### src/rtl/priority_arbiter_if.sv
// Request/grant bundle between the requesting masters and the shared-resource arbiter.
`timescale 1ns/1ps
interface priority_arbiter_if #(
  parameter int N     = 8,
  parameter int IDX_W = 3
);
  logic [N-1:0]     req;
  logic             release_i;
  logic             mode;
  logic [N-1:0]     grant;
  logic [IDX_W-1:0] grant_idx;
  logic             grant_valid;
  logic             timeout_pulse;

  modport master (
    output req, release_i, mode,
    input  grant, grant_idx, grant_valid, timeout_pulse
  );

  modport slave (
    input  req, release_i, mode,
    output grant, grant_idx, grant_valid, timeout_pulse
  );
endinterface

### src/rtl/priority_arbiter.sv
// 8-requester arbiter: fixed or round-robin priority (bit 7 highest), grant held
// until release or holder drop, with a watchdog that force-releases a stuck grant.
`timescale 1ns/1ps
module priority_arbiter #(
  parameter int N        = 8,
  parameter int IDX_W    = 3,
  parameter int MAX_HOLD = 16
) (
  input  logic                clk,
  input  logic                rst_n,
  priority_arbiter_if.slave   bus
);

  localparam logic [0:0] IDLE = 1'b0;
  localparam logic [0:0] BUSY = 1'b1;
  localparam logic [7:0] HOLD_LAST = 8'(MAX_HOLD - 1);

  logic [0:0]       state;
  logic [IDX_W-1:0] ptr;
  logic [7:0]       hold_cnt;
  logic [N-1:0]     grant_r;
  logic [IDX_W-1:0] grant_idx_r;
  logic             grant_valid_r;
  logic             timeout_r;

  logic [IDX_W-1:0] start_idx;
  logic [IDX_W-1:0] cand;
  logic [IDX_W-1:0] win_idx;
  logic             win_found;
  logic             rel_normal;
  logic             rel_forced;

  // Downward search from start_idx with wrap; fixed mode simply starts at the top bit.
  always_comb begin
    start_idx = bus.mode ? ptr : IDX_W'(N - 1);
    win_idx   = '0;
    win_found = 1'b0;
    cand      = '0;
    for (int k = 0; k < N; k++) begin
      cand = start_idx - IDX_W'(k);
      if (!win_found && bus.req[cand]) begin
        win_found = 1'b1;
        win_idx   = cand;
      end
    end
  end

  always_comb begin
    rel_normal = bus.release_i || !bus.req[grant_idx_r];
    rel_forced = (MAX_HOLD != 0) && (hold_cnt == HOLD_LAST);
  end

  always_ff @(posedge clk) begin
    if (!rst_n) begin
      state         <= IDLE;
      ptr           <= IDX_W'(N - 1);
      hold_cnt      <= 8'd0;
      grant_r       <= '0;
      grant_idx_r   <= '0;
      grant_valid_r <= 1'b0;
      timeout_r     <= 1'b0;
    end else begin
      timeout_r <= 1'b0;
      case (state)
        IDLE: begin
          if (win_found) begin
            grant_r       <= {{(N-1){1'b0}}, 1'b1} << win_idx;
            grant_idx_r   <= win_idx;
            grant_valid_r <= 1'b1;
            hold_cnt      <= 8'd0;
            state         <= BUSY;
            if (bus.mode) ptr <= win_idx - IDX_W'(1);
          end
        end
        default: begin
          if (rel_normal || rel_forced) begin
            // grant_idx is left at its last value; only grant_valid qualifies it.
            grant_r       <= '0;
            grant_valid_r <= 1'b0;
            timeout_r     <= rel_forced && !rel_normal;
            state         <= IDLE;
          end else if (hold_cnt != 8'hFF) begin
            hold_cnt <= hold_cnt + 8'd1;
          end
        end
      endcase
    end
  end

  assign bus.grant         = grant_r;
  assign bus.grant_idx     = grant_idx_r;
  assign bus.grant_valid   = grant_valid_r;
  assign bus.timeout_pulse = timeout_r;

endmodule

### src/flat_wrapper.sv
// flat-port wrapper written by rule: the top's interface ports become plain ports
module priority_arbiter_flat 
#(
  parameter int N        = 8,
  parameter int IDX_W    = 3,
  parameter int MAX_HOLD = 16
)
  (clk, rst_n, bus_req, bus_release_i, bus_mode, bus_grant, bus_grant_idx, bus_grant_valid, bus_timeout_pulse);
  priority_arbiter_if #(.N(N), .IDX_W(IDX_W)) bus_i ();
  input  logic clk;
  input  logic rst_n;
  input wire logic [$bits(bus_i.req)-1:0] bus_req;
  input wire logic [$bits(bus_i.release_i)-1:0] bus_release_i;
  input wire logic [$bits(bus_i.mode)-1:0] bus_mode;
  output wire logic [$bits(bus_i.grant)-1:0] bus_grant;
  output wire logic [$bits(bus_i.grant_idx)-1:0] bus_grant_idx;
  output wire logic [$bits(bus_i.grant_valid)-1:0] bus_grant_valid;
  output wire logic [$bits(bus_i.timeout_pulse)-1:0] bus_timeout_pulse;
  assign bus_i.req = bus_req;
  assign bus_i.release_i = bus_release_i;
  assign bus_i.mode = bus_mode;
  assign bus_grant = bus_i.grant;
  assign bus_grant_idx = bus_i.grant_idx;
  assign bus_grant_valid = bus_i.grant_valid;
  assign bus_timeout_pulse = bus_i.timeout_pulse;
  priority_arbiter #(.N(N), .IDX_W(IDX_W), .MAX_HOLD(MAX_HOLD)) u_core (.clk(clk), .rst_n(rst_n), .bus(bus_i));
endmodule
### config.mk
export PLATFORM = sky130hd
export DESIGN_NAME = priority_arbiter_flat
export DESIGN_NICKNAME = d
export VERILOG_FILES = /design/src/rtl/priority_arbiter_if.sv /design/src/rtl/priority_arbiter.sv /design/src/flat_wrapper.sv
export SDC_FILE = /design/constraint.sdc
export NUM_CORES = 1
export LEC_CHECK = 0
export CAP_MARGIN = 20
export CELL_PAD_IN_SITES_DETAIL_PLACEMENT = 1
export CELL_PAD_IN_SITES_GLOBAL_PLACEMENT = 2
export CORE_MARGIN = 2
export CORE_UTILIZATION = 35
export CTS_CLUSTER_DIAMETER = 150
export DETAILED_ROUTE_END_ITERATION = 12
export GPL_TIMING_DRIVEN = 0
export HOLD_SLACK_MARGIN = 0.1
export PLACE_DENSITY_LB_ADDON = 0.12
export SYNTH_ARGS = -nofsm -noshare
export SYNTH_HDL_FRONTEND = slang
export SYNTH_SLANG_ARGS = --single-unit
### constraint.sdc
create_clock -name clk -period 5.25 [get_ports clk]
set_input_delay 1.05 -clock clk [delete_from_list [all_inputs] [get_ports clk]]
set_output_delay 1.05 -clock clk [all_outputs]
set_load 0.01 [all_outputs]
# ---- After elaboration in Yosys (flattened, before gate mapping)
# Index checks and enable logic that the tools add are counted.
dict set report totals {
  ff_bits 25
  inputBits 12
  elab_cells 105
}
dict set report classes {
  n_addsub 9
  order_cmp 9
  eq_ne 5
  n_shift 1
  mux 48
  bitwise 1
  n_reduce_logical 25
}
# op count
set ops {}
lappend ops {{$mux 8} 7}
lappend ops {{$lt 3x4->1 const B} 9}
lappend ops {{$bmux 1 s3} 9}
lappend ops {{$mux 3} 9}
lappend ops {{$mux 1} 23}
lappend ops {{$sub 3x3->3 const B} 4}
lappend ops {{$logic_not 1->1} 9}
lappend ops {{$reduce_and 3->1} 3}
lappend ops {{$add 8x1->8 const B} 1}
lappend ops {{$eq 8x4->1 const B} 1}
lappend ops {{$logic_and 1x1->1} 8}
lappend ops {{$ne 8x8->1 const B} 1}
lappend ops {{$shl 1x3->8 const A} 1}
lappend ops {{$ne 2x2->1 const B} 3}
lappend ops {{$sub 3x1->3 const B} 2}
lappend ops {{$sub 3x2->3 const B} 2}
lappend ops {{$reduce_and 2->1} 2}
lappend ops {{$logic_or 1x1->1} 2}
lappend ops {{$reduce_bool 2->1} 1}
lappend ops {{$not 1->1} 1}

# ---- Logic depth before layout (Yosys ltp)
# Gate-level depths: netlist of run 1.
dict set report logic_depth {
  ltp_word 28
  mapped_depth 17
  depth_no_buf 13
}

# ---- Least setup slack after synthesis of run 1
# OpenSTA, ideal clock, no wires.
dict set report synth_timing {
  path_kind {input-to-reg}
  startpoint {input port bus_mode}
  endpoint {register u_core.grant_r[7] (netlist: u_core.bus.grant[7])}
  setup_time_ps 138
  t_arrival_ps 3982
  required_time_ps 5112
  slack_ps 1130
  stages 16
  cell_sequence {nor2b_1 > buf_2 > inv_1 > buf_2 > ha_1 > xnor2_1 > mux4_2 > and3_1 > buf_6 > o211ai_4 > a41oi_1 > a31oi_4 > inv_1 > ha_1 > nand3_1 > o21ai_0}
}
dict set report synth_via {
  elab_chain_cells 28
}
# element line_no
set synth_lines {}
lappend synth_lines {{start, declared} flat_wrapper.sv:14} ;# input wire logic [$bits(bus_i.mode)-1:0] bus_mode;
lappend synth_lines {{$mux 3 (*)} priority_arbiter.sv:35} ;# start_idx = bus.mode ? ptr : IDX_W'(N - 1);
lappend synth_lines {{branches (longest 23 deep; another with $sub 3x1->3)} -}
lappend synth_lines {{$mux 3 (*)} priority_arbiter.sv:41} ;# if (!win_found && bus.req[cand]) begin
lappend synth_lines {{named net u_core.win_idx[0]} priority_arbiter.sv:28} ;# logic [IDX_W-1:0] win_idx;
lappend synth_lines {{$shl 1x3->8 (*)} priority_arbiter.sv:67} ;# grant_r <= {{(N-1){1'b0}}, 1'b1} << win_idx;
lappend synth_lines {{$mux 8 (*)} priority_arbiter.sv:66} ;# if (win_found) begin
lappend synth_lines {{$mux 8 (*)} priority_arbiter.sv:64} ;# case (state)
lappend synth_lines {{end signal, assigned} priority_arbiter.sv:67}
lappend synth_lines {{end, declared} priority_arbiter.sv:21} ;# logic [N-1:0] grant_r;
# Mark *: on every way through the listed nets, which the timed path passes. The select of a mux whose other input is x is not followed.
# A chain may end at the register's enable or synchronous reset.

# ---- Final worst setup path of run 1
dict set report layout_timing {
  startpoint {input port bus_mode}
  endpoint {register u_core.grant_r[3] (netlist: u_core.bus.grant[3])}
}
# The elaborated chain is that of the path after synthesis.

==> results.md, run 1 <==
- The startpoint of the lowest-slack register-to-register path is u_core.ptr[1].
- In this run the cell area of the synthesized design comes to 2200 µm².
- The min-delay analysis places its worst path in the category register to register.
- The fraction of power consumed by combinational cells is 49.5%.
- The endpoint of the worst hold-timing path is u_core.bus.grant[7].
- The final number of setup-violating endpoints is 0.
- The post-synthesis sequential element count is 25.
- The number of nets with antenna violations after routing is 0.
- The initial antenna violation count is 0.
- The dominant synthesized flop cell is sky130_fd_sc_hd__dfxtp_1.
- Post-CTS repair changed the size of 0 cells.
- CTS built an H-tree with a depth of 1.
- Yosys printed 0 warnings.
- The proportion of layout cells with a drive suffix above 1 is 15.6%.
- The final sum of negative setup slack is 0 ns.
- After legalization and detailed placement, the total HPWL measured 5010 µm.
- The post-placement cell area is 2520 µm².
- After synthesis, the cell types taking the most area are sky130_fd_sc_hd__dfxtp_1 (23%), sky130_fd_sc_hd__mux4_2 (9.2%), sky130_fd_sc_hd__mux2i_1 (8.2%).
- For this block, the routed nets add up to 6260 µm of wire.
- The share of the Yosys chip area taken by registers is 22.8%.
- For this design the static power due to leakage is 0.000959 µW.
- The cell accounting for the most synthesized area is sky130_fd_sc_hd__dfxtp_1.
- The post-route worst hold slack is 0.472 ns.
- The clock tree root driver cell is sky130_fd_sc_hd__clkbuf_8.
- In this run the power density over the cells is 260 nW/µm².
- The count of final hold-check violations is 0.
- Counting flops with a built-in enable in the synthesized netlist gives 0.
- The floorplan step defined a die boundary enclosing 6930 µm².
- In the routed layout, each cell is associated on average with a via count of 5.81.
- Relative to the synthesized area, the layout overhead comes to 17.1%.
- The number of hold buffers added after cts is 0.
- The total count of max-transition violations in the final report was 0.
- The via count of the first global-routing pass is 1991.
- The width of the chip is 83.3 µm.
- The worst setup path category is input pin to register.
- The filler cell count in the final layout is 718.
- The die is 83.3 µm tall.
- The clock-pin slew reported for the worst setup and hold paths after clock tree synthesis is 0.09 ns.
- 25 I/O pins were placed.
- The synthesized netlist net count is 265.
- The flow ran to the end, and the final reports show no timing, DRC or antenna violations.
- Once the floorplan was initialized, standard cells occupied 36.7% of the core.
- The net switching component of the power is 266 µW.
- The number of DRC violations after detailed routing is 0.
- The total core area is 5990 µm².
- The count of cells along the worst hold path is 2.
- The total overflow left after global routing is 0.
- The maximum vdd ir drop is 0.160 mV.
- The worst-case clock skew is 0.00301 ns.
- Of the available clock period, the critical path in the final layout requires 90.6%.
- The total number of vias is 2040.
- Setup repair after global routing left no endpoint under its margin.
- The clock period could shrink to 4.76 ns.
- The number of buffers inserted by post-CTS setup repair is 0.
- The average instance in the mapped netlist occupies 8.83 µm².
- Routability-driven placement finished with a final weighted congestion of 0.832.
- In this run the most critical hold path is launched from u_core.bus.grant[7].
- The setup check on the worst reg-to-reg path leaves a slack of 1.30 ns.
- The insertion delay to the later sink of the worst-skew pair is 0.26 ns.
- The maximum operating frequency is 0.210 GHz.
- The nature of the critical path startpoint is an input pin.
- The first-pass detailed-route iteration total is 4.
- The first global-routing pass estimated 10400 µm of wire.
- The finished layout holds 351 standard cells, fillers aside.
- Of the total power, the clock network draws 17.4%.
- The largest net degree at the start of global routing is 14.
- The TritonCTS clock tree is yes.
- The sequential share of power is 33.1%.
- Port buffering added 23 buffers.
- The number of distinct library cells after synthesis is 69.
- The cell count after synthesis came out at 249.
- The depth of the most critical reg-to-reg path is 17.
- The cell-internal power is 405 µW.
- Cells fill 43.0% of the core in the end.
- The maximum root-to-sink buffer count is 2.
- The overall routing resource usage is 18.1%.
- The endpoint kind of the worst setup timing path is a register.
- The critical path data arrival time is 4.90 ns.
- The first routing iteration left 58 violations.
- The number of buffers created by CTS is 3.
- In this run the critical register-to-register path is captured at u_core.bus.grant[3].
- The number of antenna cells inserted is 0.
- The largest fanout on the critical path is 10.
- After floorplanning, the core was divided into 28 placement rows.
- At the worst endpoint, the required time is 5.40 ns.
- After synthesis, the largest area contributor takes up 22.8% of total cell area.
- Counting tap cells, the placed design contains a total of 347 instances.
- The reported max-cap violation count is 0.
- The headroom to the max-slew limit is 56.7%.
- At the end of the flow, the number of nets in the layout was 293.
- The switching share of total power is 39.7%.
- The routed wire length per instance is 17.8 µm.
- The clock sink count is 25.
- After routing the design area is 2580 µm².
- The slew at the pin closest to its max-slew limit is 0.644 ns.
- For this run, asynchronously set or reset flops after synthesis account for 0%.
[worst max-delay path: stages]
cell                              delay (ns)
sky130_fd_sc_hd__clkdlybuf4s50_1        0.55
sky130_fd_sc_hd__nor2b_1                0.14
sky130_fd_sc_hd__buf_2                  0.21
sky130_fd_sc_hd__inv_1                  0.07
sky130_fd_sc_hd__buf_2                  0.19
sky130_fd_sc_hd__ha_1                   0.27
sky130_fd_sc_hd__xnor2_2                0.33
sky130_fd_sc_hd__mux4_2                 0.56
sky130_fd_sc_hd__and3_1                 0.19
sky130_fd_sc_hd__buf_6                  0.14
sky130_fd_sc_hd__o211ai_4               0.13
sky130_fd_sc_hd__a41oi_1                0.22
sky130_fd_sc_hd__a31oi_4                0.33
sky130_fd_sc_hd__inv_1                  0.13
sky130_fd_sc_hd__ha_1                   0.22
sky130_fd_sc_hd__nand3_1                0.07
sky130_fd_sc_hd__o21ai_0                0.09
[Yosys cell counts (3+ instances only)]
library cell                n
sky130_fd_sc_hd__ha_1       4
sky130_fd_sc_hd__o21ai_0    6
sky130_fd_sc_hd__a31oi_1    3
sky130_fd_sc_hd__nor3_1     4
sky130_fd_sc_hd__nand3_1   11
sky130_fd_sc_hd__nand2_1   24
sky130_fd_sc_hd__nor2_1    20
sky130_fd_sc_hd__nand2b_1   6
sky130_fd_sc_hd__and3_1     5
sky130_fd_sc_hd__xnor2_1    6
sky130_fd_sc_hd__a21oi_1   13
sky130_fd_sc_hd__nand4_1    5
sky130_fd_sc_hd__mux2i_1   18
sky130_fd_sc_hd__buf_2      5
sky130_fd_sc_hd__clkbuf_1   4
sky130_fd_sc_hd__mux4_2     9
sky130_fd_sc_hd__inv_1     11
sky130_fd_sc_hd__dfxtp_1   25
sky130_fd_sc_hd__o211ai_1   3
sky130_fd_sc_hd__nor4_1     3
sky130_fd_sc_hd__buf_6      3
[layer usage]
metal | GRT usage (%) | part of all wire, % | vias to the layer above
met5 | 0 | 0 | -
li1 | - | - | 994
met4 | 7.30 | 2.4 | 0
met3 | 0.795 | 1.9 | 12
met2 | 30.5 | 47 | 38
met1 | 24.3 | 49 | 996
[power by group through the flow]
stage	Sequential [µW]	Clock [µW]	Combinational, µW
2_1_floorplan	227	0	230
3_3_place_gp	226	0	328
3_5_place_dp	227	0	331
4_1_cts	223	119	332
5_1_grt	225	125	362
6_report	222	117	332
[cells in the final DEF, fill, tap and decap left out, drive strengths merged, types with 5 or more instances in the layout]
master          n
and3            5
nand4           5
nor2           20
buf             9
xnor2           6
nand2          24
nand2b          6
dfxtp          25
a21oi          13
inv            13
o21ai           6
clkdlybuf4s50  23
a31oi           5
clkbuf          8
nand3          11
mux2i          18
mux4            9
[layout make-up]
| cell class | count | area (µm²) | share of cell area, % |
|---|---|---|---|
| Sequential cell | 25 | 500 | 19.4 |
| Buffer | 13 | 77.6 | 3.01 |
| Tap cell | 75 | 93.8 | 3.64 |
| Multi-Input combinational cell | 198 | 1580 | 61.3 |
| Inverter | 13 | 48.8 | 1.89 |
| Clock buffer | 4 | 45.0 | 1.75 |
| Timing Repair Buffer | 23 | 230 | 8.94 |
[stage by stage]
stage          total power [µW]  setup slack [ns]
2_1_floorplan               457              1.13
3_3_place_gp                554            0.0935
3_5_place_dp                557            0.0663
4_1_cts                     673             0.342
5_1_grt                     713             0.197
6_report                    671             0.494
[how the worst max path moves through the flow]
stage	from	end	slack, ns	cells after the start
6_report	bus_mode	u_core.bus.grant[3]	0.49	17
5_1_grt	bus_mode	u_core.bus.grant[7]	0.20	17
4_1_cts	bus_mode	u_core.bus.grant[7]	0.34	17
3_5_place_dp	bus_mode	u_core.bus.grant[7]	0.07	17
3_3_place_gp	bus_mode	u_core.bus.grant[7]	0.09	17
2_1_floorplan	bus_mode	u_core.bus.grant[7]	1.13	16
[logic make-up after synthesis]
| logic type | synth area share (%) |
|---|---|
| buf+inv | 5.74 |
| compound gates | 22.9 |
| xor+xnor | 3.19 |
| flops | 22.8 |
| fa+ha+maj | 2.28 |
| simple gates | 23.5 |
| mux | 19.6 |
[flip-flops by register name, indices dropped and copies added (netlist names)]
signal                    count
u_core.state                  1
u_core.bus.grant_idx          3
u_core.bus.grant              8
u_core.hold_cnt               8
u_core.ptr                    3
u_core.bus.grant_valid        1
u_core.bus.timeout_pulse      1
No activity file was read; power rests on OpenSTA's default activity.
==> inputs of run 2 (changes only) <==
- CORE_MARGIN: 2 -> 4
==> run 2 against run 1 <==
Effect of this change:
- sequential cell count did not move
- die area rose by 9.8%
- clock-buffer cell count did not move
- critical path type unchanged
==> results.md, run 2 (synthesis results as in run 1) <==
- Setup repair after global routing left no endpoint under its margin.
- The first-pass detailed-route iteration total is 4 (unchanged).
- The proportion of layout cells with a drive suffix above 1 is 15.2% (-0.36 points).
- The via count of the first global-routing pass was 2029 (+1.9%).
- The endpoint of the most critical register-to-register path is u_core.bus.grant[7].
- The slew at the pin closest to its max-slew limit was 0.589 ns (-0.0547 ns).
- The reported max-cap violation count came to 0 (unchanged).
- The category of cells accounting for the largest share of critical-path delay is buffers and inverters.
- The final instance count without filler cells was 351 (unchanged).
- The worst setup path is captured at a register.
- The final net count is 293 (unchanged).
- In the layout the commonest cells are sky130_fd_sc_hd__dfxtp_1 (25), sky130_fd_sc_hd__nand2_1 (24), sky130_fd_sc_hd__clkdlybuf4s50_1 (23), sky130_fd_sc_hd__nor2_1 (20), sky130_fd_sc_hd__mux2i_1 (18).
- The detail-routed via count per cell is 5.75 (-1.1%).
- The cell-internal power was 404 µW (-0.13%).
- The HPWL after detailed placement is 4990 µm (-0.42%).
- The depth of the most critical reg-to-reg path is 17 (unchanged).
- The layout overhead on the synthesized area is 16.8%.
- The deepest level of the CTS H-tree is 1 (unchanged).
- The DRC violation total after the first TritonRoute iteration is 65 (+12%).
- The die extent in y is 87.3 µm (+4.8%).
- The static leakage is 0.000953 µW (-0.56%).
- The critical path buffer and inverter count was 6 (unchanged).
- The clock sink count is 25 (unchanged).
- The largest fanout on the critical path was 10 (unchanged).
- The worst setup path is launched from an input pin.
- The commonest non-fill, non-tap cell in the layout is sky130_fd_sc_hd__dfxtp_1.
- The clock share of power is 17.4% (about the same).
- The placed cell count was 347 (unchanged).
- In this run the worst setup path begins at bus_mode.
- The count of final hold-check violations was 0 (unchanged).
- The maximum vdd ir drop is 0.137 mV (-14%).
- The headroom to the max-slew limit is 60.4% (+3.7 points).
- The first-pass GRT wire length is 10400 µm (-0.27%).
- The filler cell count in the final layout is 739 (+2.9%).
- The insertion delay to the later sink of the worst-skew pair is 0.27 ns (about the same).
- In this run the worst setup path terminates at u_core.bus.grant[7].
- The run finished with clean final reports.
- The sequential share of power is 33.2% (about the same).
- The critical path's largest stage delay was 0.60 ns (+0.04 ns).
- The largest net degree at the start of global routing is 14 (unchanged).
- The width of the chip is 87.3 µm (+4.8%).
- The number of top-level pins came to 25 (unchanged).
- The cell row count is 28 (unchanged).
- The critical path data arrival time came to 5.03 ns (+0.13 ns).
- The number of cells upsized or downsized after cts is 0 (unchanged).
- The starting density of the core came to 36.5% (-0.21 points).
- The tightest min-delay check is of the register to register type.
- The global route total overflow is 0 (unchanged).
- The total die area is 7620 µm² (+9.8%).
- The total of buffers placed on input and output ports came to 23 (unchanged).
- The number of logic stages on the critical path including buffering is 17 (unchanged).
- The overall routing resource usage came to 17.2% (-0.94 points).
- The total core area was 6030 µm² (+0.58%).
- The total count of max-transition violations in the final report was 0 (unchanged).
- The power per standard cell area is 261 nW/µm² (+0.10%).
- The clock-pin slew reported for the worst setup and hold paths after clock tree synthesis came to 0.09 ns (about the same).
- The maximum operating frequency came to 0.205 GHz (-2.7%).
- The initial antenna violation count is 0 (unchanged).
- The multi-input combinational cell area came to 1570 µm² (-0.48%).
- The final sum of negative setup slack is 0 ns (unchanged).
- The TritonCTS clock tree is yes.
- The post-route minimum period is 4.89 ns (+0.133 ns).
- The number of buffers inserted by post-CTS setup repair is 0 (unchanged).
- The period utilization is 93.1% (+2.5 points).
- The worst-case clock skew is 0.00531 ns (+0.00230 ns).
- The switching share of total power is 39.6% (about the same).
- The number of hold buffers added after cts is 0 (unchanged).
- The sequential cell area came to 500 µm² (unchanged).
- The number of antenna cells inserted is 0 (unchanged).
- The number of buffers created by CTS came to 3 (unchanged).
- The fraction of power consumed by combinational cells came to 49.3% (-0.2 points).
- The data required time at the worst endpoint is 5.39 ns (about the same).
- The startpoint of the lowest-slack register-to-register path is u_core.ptr[1].
- The largest individual stage delay along the critical path comes from the cell sky130_fd_sc_hd__mux4_2.
- The number of DRC violations after detailed routing is 0 (unchanged).
- The tree is rooted in a sky130_fd_sc_hd__clkbuf_8.
- Traced cell by cell, the critical path runs through clkdlybuf4s50_1 -> nor2b_1 -> buf_2 -> inv_1 -> buf_2 -> ha_1 -> xnor2_1 -> mux4_2 -> and3_1 -> buf_6 -> o211ai_4 -> a41oi_1 -> a31oi_4 -> inv_1 -> ha_1 -> nand3_1 -> o21ai_0.
- The net switching component of the power is 265 µW (-0.28%).
- The maximum root-to-sink buffer count is 2 (unchanged).
- The final wirelength is 6280 µm (+0.26%).
- The number of nets with antenna violations after routing is 0 (unchanged).
- The critical path is of the input pin to register type.
- The setup slack of the worst register-to-register path was 1.17 ns (-0.13 ns).
- The routed wire length per instance is 17.9 µm (+0.26%).
- The total number of vias is 2017 (-1.1%).
- The final number of setup-violating endpoints is 0 (unchanged).
- The global placement routability congestion is 0.778 (-6.5%).
run 2: cell count changes in the layout (fill, tap and decap cells not counted):
cell,previous run,this run
sky130_fd_sc_hd__xnor2_1,5,6
sky130_fd_sc_hd__xnor2_2,1,0
run 2: metal layers:
metal  up-vias  wire length [µm]  GRT usage (%)
met2        27              3180           31.3
met3         7               157           1.32
li1        997                 -              -
met1       986              2870           21.7
met4         0                66           4.46
met5         -                 0              0
run 2: power by group through the flow:
stage	logic, µW	registers [µW]	clock network [µW]
after floorplan	230	227	0
after global placement	329	227	0
after detailed placement	331	227	0
after CTS	333	223	119
after global routing	361	225	129
final	330	223	117
run 2: final cells by class:
class / instances / area share (%)
Multi-Input combinational cell: 198 / 61.2
Sequential cell: 25 / 19.5
Buffer: 13 / 3.02
Inverter: 13 / 1.90
Tap cell: 75 / 3.65
Timing Repair Buffer: 23 / 8.96
Clock buffer: 4 / 1.75
run 2: worst reg2reg max path, delay by kind of cell, from the launching register on:
kind / cells / cell delay, ns
AOI/OAI and AO/OA: 4 / 0.72
xor gates and xnor gates: 1 / 0.46
adders and majority gates: 2 / 0.48
buffers and inverters: 6 / 0.94
DFF: 1 / 0.30
muxes: 1 / 0.60
and+or+nand+nor: 3 / 0.44
run 2: worst min path at each step:
stage	startpoint	end	slack (ns)	depth (start not counted)
2_1_floorplan	u_core.hold_cnt[1]	u_core.hold_cnt[1]	0.45	2
3_3_place_gp	u_core.bus.grant[7]	u_core.bus.grant[7]	0.45	2
3_5_place_dp	u_core.bus.grant[3]	u_core.bus.grant[3]	0.46	2
4_1_cts	u_core.bus.grant[3]	u_core.bus.grant[3]	0.48	2
5_1_grt	u_core.bus.grant[5]	u_core.bus.grant[5]	0.51	1
6_report	u_core.bus.grant[3]	u_core.bus.grant[3]	0.47	2
run 2: through the flow:
step,hold slack [ns],setup WS [ns],util [%],instance area [µm²],total power (µW)
global placement,0.450,0.104,41.9,2520,556
CTS,0.478,0.308,42.6,2570,674
detailed placement,0.457,0.0555,41.9,2520,558
global route,0.508,0.0394,42.6,2570,715
floorplan,0.449,1.13,-,2200,457
finish,0.471,0.361,42.6,2570,669
==> inputs of run 3 (changes only) <==
- CORE_UTILIZATION: 35 -> 36
- CTS_BUF_LIST: not set -> sky130_fd_sc_hd__clkbuf_8
==> run 3 against run 2 <==
Effect of this change:
- sequential share of layout area down 0.057 points
- maximum frequency increased by 2.9%
- cell area is 0.29% higher
- register-to-register slack better by 0.13 ns
- clock power barely moved
- via count shrank 0.15%
- wire length is 0.11% lower
- hold slack better by 0.0012 ns
- global-route usage rose by 0.22 points
- total power shrank 0.31%
- largest cell class unchanged
==> results.md, run 3 (synthesis results as in run 1) <==
- TritonCTS built the clock tree.
- The largest net degree at the start of global routing came to 14 (unchanged).
- The maximum root-to-sink buffer count was 2 (unchanged).
- The width of the chip was 86.2 µm (-1.3%).
- The clock tree root driver cell is sky130_fd_sc_hd__clkbuf_8.
- The final net count came to 293 (unchanged).
- The total die area is 7420 µm² (-2.5%).
- The final instance count without filler cells is 351 (unchanged).
- The overall routing resource usage came to 17.4% (+0.22 points).
- The sequential cell area came to 500 µm² (unchanged).
- The insertion delay to the later sink of the worst-skew pair is 0.27 ns (about the same).
- The path type of the worst min-delay path is register to register.
- The total core area came to 5920 µm² (-1.7%).
- The period utilization is 90.5% (-2.6 points).
- The critical path data arrival time came to 4.97 ns (-0.06 ns).
- The number of buffers created by CTS came to 3 (unchanged).
- The worst setup path is captured at a register.
- The final sum of negative setup slack is 0 ns (unchanged).
- The global route total overflow is 0 (unchanged).
- The worst setup path category is input pin to register.
- The count of final hold-check violations was 0 (unchanged).
- The cell row count is 28 (unchanged).
- The proportion of layout cells with a drive suffix above 1 came to 15.6% (+0.36 points).
- The final wirelength came to 6270 µm (-0.11%).
- The largest fanout on the critical path is 10 (unchanged).
- The die extent in y is 86.2 µm (-1.3%).
- The total of buffers placed on input and output ports is 23 (unchanged).
- The first-pass GRT wire length is 10300 µm (-0.60%).
- The clock sink count is 25 (unchanged).
- The filler cell count in the final layout is 708 (-4.2%).
- The number of top-level pins came to 25 (unchanged).
- The static leakage is 0.000963 µW (+1.0%).
- The total number of vias is 2014 (-0.15%).
- The starting density of the core came to 37.2% (+0.65 points).
- The area growth from synthesis to layout is 17.1%.
- Setup repair after global routing left no endpoint under its margin.
- The reported max-cap violation count was 0 (unchanged).
- The HPWL after detailed placement is 4940 µm (-1.1%).
- The power per standard cell area is 259 nW/µm² (-0.60%).
- The routed wire length per instance is 17.9 µm (-0.11%).
- The commonest non-fill, non-tap cell in the layout is sky130_fd_sc_hd__dfxtp_1.
- The number of DRC violations after detailed routing is 0 (unchanged).
- The via count of the first global-routing pass is 1977 (-2.6%).
- The worst-case setup slack after placement came to 0.00469 ns (-0.0508 ns).
- STA classifies the critical path startpoint as an input pin.
- The share of the core filled with cells came to 43.5% (+0.88 points).
- The first-pass detailed-route iteration total came to 4 (unchanged).
- The slew at the pin closest to its max-slew limit came to 0.718 ns (+0.129 ns).
- The post-route minimum period was 4.75 ns (-0.136 ns).
- The final number of setup-violating endpoints is 0 (unchanged).
- The global placement routability congestion came to 0.792 (+1.7%).
- The library cells used most frequently in the layout, excluding fill and tap cells, are sky130_fd_sc_hd__dfxtp_1 (25), sky130_fd_sc_hd__nand2_1 (24), sky130_fd_sc_hd__clkdlybuf4s50_1 (23), sky130_fd_sc_hd__nor2_1 (20), sky130_fd_sc_hd__mux2i_1 (18).
- The worst-case clock skew came to 0.00223 ns (-0.00308 ns).
- The deepest level of the CTS H-tree was 1 (unchanged).
- The number of buffers inserted by post-CTS setup repair is 0 (unchanged).
- The headroom to the max-slew limit was 51.7% (-8.7 points).
- The data required time at the worst endpoint is 5.47 ns (+0.08 ns).
- The total count of max-transition violations in the final report was 0 (unchanged).
- The initial antenna violation count is 0 (unchanged).
- The DRC violation total after the first TritonRoute iteration came to 61 (-6.2%).
- The maximum operating frequency is 0.210 GHz (+2.9%).
- The worst path setup slack after routing was 0.497 ns (+0.136 ns).
- The number of antenna cells inserted is 0 (unchanged).
- The placed cell count is 347 (unchanged).
- The clock-pin slew reported for the worst setup and hold paths after clock tree synthesis is 0.08 ns (about the same).
- The multi-input combinational cell area is 1580 µm² (+0.48%).
- The flow ran to the end, and the final reports show no timing, DRC or antenna violations.
- The maximum vdd ir drop is 0.135 mV (-1.9%).
- The detail-routed via count per cell came to 5.74 (-0.15%).
- The number of nets with antenna violations after routing is 0 (unchanged).
run 3: cell types whose count changed in the layout (fill, tap and decap cells not counted):
| cell | change |
|---|---|
| sky130_fd_sc_hd__clkbuf_1 | -1 |
| sky130_fd_sc_hd__xnor2_1 | -1 |
| sky130_fd_sc_hd__inv_1 | +1 |
| sky130_fd_sc_hd__xnor2_2 | +1 |
run 3: worst paths after layout:
path,startpoint,endpoint,slack [ns],cells past startpoint
worst max register to register,u_core.ptr[1],u_core.bus.grant[2],1.30,15
worst max-delay path,bus_mode,u_core.bus.grant[2],0.50,15
worst min-delay path,u_core.bus.grant[6],u_core.bus.grant[6],0.47,1
worst min register to register,u_core.bus.grant[6],u_core.bus.grant[6],0.47,1
run 3: metrics by stage:
| step | hold WS [ns] | power, µW | cell area (µm²) |
|---|---|---|---|
| 6_report | 0.472 | 667 | 2580 |
| 5_1_grt | 0.500 | 714 | 2580 |
| 4_1_cts | 0.476 | 670 | 2570 |
| 3_5_place_dp | 0.455 | 556 | 2520 |
| 3_3_place_gp | 0.443 | 554 | 2520 |
| 2_1_floorplan | 0.449 | 457 | 2200 |
run 3: repair_timing:
item                                    4_1_cts  5_1_grt
endpoints found under the hold margin         0        0
endpoints found under the setup margin        0        1
gates resized for setup                       0        1
hold buffers                                  0        0
run 3: layer usage:
layer | up-vias | wire, µm | track usage [%]
met4 | 0 | 108 | 4.89
met5 | - | 0 | 0
met1 | 975 | 2960 | 24.0
met3 | 8 | 196 | 1.06
li1 | 992 | - | -
met2 | 39 | 3010 | 29.3
run 3: power by group:
group,switching [µW],leakage (µW),internal [µW]
registers,16.6,0.000204,206
logic,186,0.000732,144
clock network,61.7,0.0000269,52.5
total,264,0.000963,403
run 3: final cells by class:
cell class,instances,area share (%)
Buffer,13,3.01
Sequential cell,25,19.4
Timing Repair Buffer,23,8.94
Inverter,13,1.89
Multi-Input combinational cell,198,61.3
Clock inverter,1,0.146
Tap cell,75,3.64
Clock buffer,3,1.60
run 3: worst max-delay path: stages:
cell,delay (ns)
sky130_fd_sc_hd__clkdlybuf4s50_1,0.55
sky130_fd_sc_hd__nor2b_1,0.14
sky130_fd_sc_hd__buf_2,0.21
sky130_fd_sc_hd__inv_1,0.07
sky130_fd_sc_hd__buf_2,0.19
sky130_fd_sc_hd__ha_1,0.27
sky130_fd_sc_hd__xnor2_2,0.33
sky130_fd_sc_hd__mux4_2,0.56
sky130_fd_sc_hd__and3_1,0.19
sky130_fd_sc_hd__buf_6,0.14
sky130_fd_sc_hd__o211ai_4,0.13
sky130_fd_sc_hd__inv_2,0.06
sky130_fd_sc_hd__o31ai_1,0.64
sky130_fd_sc_hd__and3_1,0.28
sky130_fd_sc_hd__a32o_1,0.16
